`src/rtl/hazard_ctrl.sv`:
```
// Hazard controller for the five-stage RV32I core: stage enables, NOP flushes,
// EX forwarding selects, saturating stall/flush counters and memory-timeout error.
module hazard_ctrl #(
  parameter int CNT_W   = 32,
  parameter int TIMEOUT = 1024
) (
  input  logic             clk_i,
  input  logic             rst_i,
  input  logic [31:0]      id_instr_i,
  input  logic             id_is_rs2_i,
  input  logic [31:0]      ex_instr_i,
  input  logic             ex_is_rs2_i,
  input  logic             ex_is_load_i,
  input  logic             ex_rd_wren_i,
  input  logic [31:0]      mem_instr_i,
  input  logic             mem_rd_wren_i,
  input  logic [31:0]      wb_instr_i,
  input  logic             wb_rd_wren_i,
  input  logic             br_taken_i,
  input  logic             dmem_busy_i,
  output logic             pc_en_o,
  output logic             if_id_en_o,
  output logic             id_ex_en_o,
  output logic             ex_mem_en_o,
  output logic             mem_wb_en_o,
  output logic             if_id_flush_o,
  output logic             id_ex_flush_o,
  output logic [1:0]       fwd_a_sel_o,
  output logic [1:0]       fwd_b_sel_o,
  output logic [CNT_W-1:0] stall_cnt_o,
  output logic [CNT_W-1:0] flush_cnt_o,
  output logic             err_o
);

  localparam int WAIT_W = (TIMEOUT < 2) ? 1 : $clog2(TIMEOUT + 1);
  localparam logic [WAIT_W-1:0] WAIT_LAST = WAIT_W'(TIMEOUT - 1);

  typedef enum logic {RUN, MEM_WAIT} state_t;

  state_t            state;
  logic [WAIT_W-1:0] wait_cnt;

  logic [4:0] id_rs1, id_rs2, ex_rd, ex_rs1, ex_rs2, mem_rd, wb_rd;
  logic       load_use, freeze, redirect, stall_evt;

  assign id_rs1 = id_instr_i[19:15];
  assign id_rs2 = id_instr_i[24:20];
  assign ex_rd  = ex_instr_i[11:7];
  assign ex_rs1 = ex_instr_i[19:15];
  assign ex_rs2 = ex_instr_i[24:20];
  assign mem_rd = mem_instr_i[11:7];
  assign wb_rd  = wb_instr_i[11:7];

  assign load_use = ex_is_load_i && ex_rd_wren_i && (ex_rd != 5'd0) &&
                    ((ex_rd == id_rs1) || (id_is_rs2_i && (ex_rd == id_rs2)));
  assign freeze   = dmem_busy_i;
  assign redirect = !dmem_busy_i && br_taken_i;
  assign stall_evt = freeze || (!br_taken_i && load_use);

  always_comb begin
    pc_en_o       = 1'b0;
    if_id_en_o    = 1'b0;
    id_ex_en_o    = 1'b0;
    ex_mem_en_o   = 1'b0;
    mem_wb_en_o   = 1'b0;
    if_id_flush_o = 1'b0;
    id_ex_flush_o = 1'b0;
    fwd_a_sel_o   = 2'b00;
    fwd_b_sel_o   = 2'b00;
    if (!rst_i) begin
      if (freeze) begin
        pc_en_o = 1'b0;
      end else if (redirect) begin
        {pc_en_o, if_id_en_o, id_ex_en_o, ex_mem_en_o, mem_wb_en_o} = 5'b11111;
        if_id_flush_o = 1'b1;
        id_ex_flush_o = 1'b1;
      end else if (load_use) begin
        {id_ex_en_o, ex_mem_en_o, mem_wb_en_o} = 3'b111;
        id_ex_flush_o = 1'b1;
      end else begin
        {pc_en_o, if_id_en_o, id_ex_en_o, ex_mem_en_o, mem_wb_en_o} = 5'b11111;
      end

      // MEM is the younger producer, so it wins over WB
      if (mem_rd_wren_i && (mem_rd != 5'd0) && (mem_rd == ex_rs1))
        fwd_a_sel_o = 2'b01;
      else if (wb_rd_wren_i && (wb_rd != 5'd0) && (wb_rd == ex_rs1))
        fwd_a_sel_o = 2'b10;

      if (ex_is_rs2_i) begin
        if (mem_rd_wren_i && (mem_rd != 5'd0) && (mem_rd == ex_rs2))
          fwd_b_sel_o = 2'b01;
        else if (wb_rd_wren_i && (wb_rd != 5'd0) && (wb_rd == ex_rs2))
          fwd_b_sel_o = 2'b10;
      end
    end
  end

  // wait_cnt holds the number of consecutive busy cycles already completed;
  // the first busy cycle is seen in RUN, so it is loaded as 1 there.
  always_ff @(posedge clk_i or posedge rst_i) begin
    if (rst_i) begin
      state       <= RUN;
      wait_cnt    <= '0;
      err_o       <= 1'b0;
      stall_cnt_o <= '0;
      flush_cnt_o <= '0;
    end else begin
      case (state)
        RUN: begin
          wait_cnt <= dmem_busy_i ? WAIT_W'(1) : '0;
          if (dmem_busy_i) state <= MEM_WAIT;
        end
        MEM_WAIT: begin
          if (dmem_busy_i) begin
            if (wait_cnt != WAIT_LAST) wait_cnt <= wait_cnt + WAIT_W'(1);
          end else begin
            state    <= RUN;
            wait_cnt <= '0;
          end
        end
        default: begin
          state    <= RUN;
          wait_cnt <= '0;
        end
      endcase

      if (dmem_busy_i && (wait_cnt == WAIT_LAST)) err_o <= 1'b1;

      if (stall_evt && (stall_cnt_o != {CNT_W{1'b1}}))
        stall_cnt_o <= stall_cnt_o + CNT_W'(1);
      if (redirect && (flush_cnt_o != {CNT_W{1'b1}}))
        flush_cnt_o <= flush_cnt_o + CNT_W'(1);
    end
  end

endmodule

```
`config.mk`:
```
export PLATFORM = sky130hd
export DESIGN_NAME = hazard_ctrl
export DESIGN_NICKNAME = d
export VERILOG_FILES = /design/src/rtl/hazard_ctrl.sv
export SDC_FILE = /design/constraint.sdc
export NUM_CORES = 1
export LEC_CHECK = 0
export CAP_MARGIN = 0
export CORE_MARGIN = 5
export CORE_UTILIZATION = 44
export DETAILED_ROUTE_END_ITERATION = 7
export GPL_TIMING_DRIVEN = 0
export PLACE_DENSITY = 0.95
export SLEW_MARGIN = 40
export SYNTH_ARGS = -nofsm -noshare
export SYNTH_HDL_FRONTEND = slang
export SYNTH_SLANG_ARGS = --single-unit
```
`constraint.sdc`:
```
create_clock -name clk_i -period 7.7 [get_ports clk_i]
set_input_delay 1.54 -clock clk_i [delete_from_list [all_inputs] [get_ports clk_i]]
set_output_delay 1.54 -clock clk_i [all_outputs]
set_load 0.02 [all_outputs]
```
==> metrics.md <==
| Metric | Value |
|---|---|
| Result of the run | `complete, no violations` |
| Pin count of the biggest net entering global routing | `42` |
| Starting utilization of the core area | `0.452` |
| Unique masters post-synth | `47` |
| RD Place Congestion | `~0.88` |
| Post-synth top flop | `dfrtp_1` |
| Worst-skew pair later-pin latency | `roughly 0.34 ns` |
| Standard-cell rows | `35` |
| Path depth of the worst reg2reg path | `7` |
| Worst VDD drop | `around 0.15 mV` |
| Vertical extent of the die | `~110 µm` |
| Total track usage | `0.195` |
| Number of sinks handled by clock tree synthesis | `77` |
| Depth of the CTS H-tree | `3` |
| Critical Path Sink | `fwd_a_sel_o[1]` |
| GR Overflow Total | `0` |
| Sequential Area | `slightly below 2000 µm²` |
| Yosys top cell area share | `0.459` |
| Maximum buffer depth of the clock tree | `2` |
| Die outline width | `108 µm` |
| Clock Pin Slew Worst Setup and Hold Paths | `0.08 ns` |
| Number of enable-type register cells in the synthesized netlist | `0` |
| Total count of hold-check failures in the final report | `0` |
| Clock root buffer | `clkbuf_8` |
| Detailed Route WL | `approximately 11 mm` |
| Number of antenna violations at the first check in global routing | `0` |
| Cell type contributing the most total cell area after synthesis | `dfrtp_1` |
| Post-route ant nets | `0` |
| Total power divided by cell area | `just over 200 nW/µm²` |
| Total Negative Setup Slacks | `0 ns` |
| Area occupied by multi-input gates | `approximately 2200 µm²` |
| Worst min-delay path category | `flop to flop` |
| Post-DP HPWL | `between 8 and 9 mm` |
| Portion of the clock cycle consumed by the worst path in the final layout | `0.732` |
| Buffers and inverters on the worst path | `2` |
| Top cell family by delay on the critical path | `buffers and inverters` |
| CP max stage delay | `between 0.6 and 0.7 ns` |
| Layout net count | `around 700` |
| Utilization after layout | `0.627` |
| Most instantiated cells after synthesis | `77 x dfrtp_1, 50 x xor2_1, 48 x xnor2_1` |
| Slew HR | `0.577` |
| Cell types occupying the most area after synthesis | `dfrtp_1 46%, xor2_1 10%, xnor2_1 10%` |
| DRC violation total after the first TritonRoute iteration | `between 150 and 200` |
| Crit path required time | `between 6 and 7 ns` |
| Number of detailed-route iterations in the first pass | `4` |
| Total of cells resized after clock tree synthesis | `0` |
| Vias per inst | `around 5.4` |
| Count of vias placed by the detailed router | `~3700` |
| Startpoint type of the worst setup path | `primary input` |
| Maximum capacitance violations | `0` |
| Antenna diode count | `0` |
| Buffers added on ports | `between 100 and 150` |
| Final count of negative-setup-slack endpoints | `0` |
| Highest attainable clock frequency | `roughly 180 MHz` |
| Worst-path maximum fanout | `4` |
| Mapped Nets | `between 500 and 600` |
| Fill cell total of the finished layout | `768` |
| Total standard cell area after synthesis | `approximately 4200 µm²` |
| Cell repeated most along the worst path | `clkdlybuf4s50_1` |
| Number of buffers created by CTS | `9` |
| Layout Skew | `roughly 0.011 ns` |
| Critical Path Source | `mem_instr_i[8]` |
| Core Area | `9280 µm²` |
| Slew of the pin with the lowest slew margin | `approximately 0.63 ns` |
| CP max-delay cell | `clkdlybuf4s50_1` |
| Number of warnings printed during yosys synthesis | `0` |
| DR WL/cell | `16.0 µm` |
| Number of cells on the critical path | `6` |
| Cts-stage hold buffer count | `0` |
| Leak pwr | `2.38 nW` |
| Worst Path Arrival | `about 4.1 ns` |
| Global-route wire length before repair | `approximately 18 mm` |
| R2R Path Start | `stall_cnt_o[10]` |
| Number of setup buffers added after CTS | `0` |
| Layout Area Growth over Synthesis | `38.7%` |
| Most frequently used cell type in the post-synthesis netlist | `dfrtp_1` |
| Kind of capture point of the worst setup path | `output pin` |
| RSZ-0062 raised after global routing | `no` |
| Number of global-route vias before repair | `~4000` |
| Number of I/O pins | `about 210` |
| Fraction of layout cells with a size suffix above 1 | `0.0784` |
| Reg2Reg Setup Slack | `5.49 ns` |
| Class of the most critical setup path | `primary input to output pin` |
| Endpoint of the worst-slack reg-to-reg timing path | `stall_cnt_o[27]` |
| Die footprint | `11600 µm²` |
| Synthesized flop and latch total | `between 70 and 80` |
| Sequential share of the synthesized area | `0.459` |
| Residual DRC count | `0` |
| Async set or reset register ratio after synthesis | `1.00` |
| Synthesized instance count | `424` |
| Syn_area_per_cell | `9.90 µm²` |
| Worst-path cell chain | `clkdlybuf4s50_1 > or4_1 > o21ai_0 > nor3_1 > nor4_1 > clkdlybuf4s50_1` |
| Final slew viol count | `0` |
| Final period demand of the worst path | `~5.6 ns` |
| Clock tree from TritonCTS | `yes` |
[metrics by stage]
stage                     hold slack (ns)  total power [W]  area, µm²  setup slack (ns)  std cells
final                               0.456          0.00118       5830              2.06        690
after global placement              0.440         0.000801       5560             0.541        673
after floorplan                     0.429         0.000655       4200              2.12        424
after global routing                0.490          0.00123       5830              1.92        690
after CTS                           0.459          0.00118       5830              2.05        690
after detailed placement            0.448         0.000816       5590              2.05        674
[how the worst min path moves through the flow]
stage          depth (start not counted)  slack (ns)  start     endpoint
4_1_cts                                1        0.46  state  wait_cnt[0]
2_1_floorplan                          1        0.43  state  wait_cnt[0]
5_1_grt                                1        0.49  state  wait_cnt[0]
3_5_place_dp                           1        0.45  state  wait_cnt[0]
3_3_place_gp                           1        0.44  state  wait_cnt[0]
6_report                               1        0.46  state  wait_cnt[0]
[where the power goes]
group	internal (W)	switching [W]	leakage, nW	total [W]
clock	0.000216	0.000150	0.116	0.000365
sequential	0.000448	0.0000632	1.00	0.000511
combinational	0.000149	0.000151	1.26	0.000299
[final cells by class]
type                       count  area share
clock buffer                  10      0.0219
sequential                    77       0.331
multi-input combinational    326       0.372
inverter                       9     0.00666
buffer                        12      0.0118
tap                          129      0.0277
timing repair buffer         121       0.210
clock inverter                 6      0.0191
[sequential cells by signal, indices dropped and copies added, names as in the netlist]
signal       flops
state            1
stall_cnt_o     32
err_o            1
flush_cnt_o     32
wait_cnt        11
[logic make-up (layout without fill, tap and decap cells)]
family          Yosys count  in the layout  synth area share
simple gates            204            204             0.265
xor+xnor                 99             99             0.208
flops                    77             77             0.459
buf+inv                  21            158            0.0244
compound gates           17             17            0.0268
fa+ha+maj                 3              3           0.00894
mux                       3              3           0.00775
[cells in the final DEF (no fill, tap or decap), drive strengths merged, types with 6 or more instances in the layout]
cell type and instances:
xnor2 49, buf 9, nand4 27, nor2 44
nand3 26, nand2 35, clkbuf 14, dfrtp 77
nor4b 7, xor2 50, clkdlybuf4s50 120, inv 9
nor3 19, and3 6, nor4 14
[routing by layer]
metal  global-route usage  part of all wire  vias to the layer above
met4               0.0875             0.030                        0
met2                0.338              0.51                      163
met1                0.227              0.39                     1808
li1                     -                 -                     1743
met3               0.0450             0.069                       32
met5                    0                 0                        -
(Power assumes the default switching activity.)
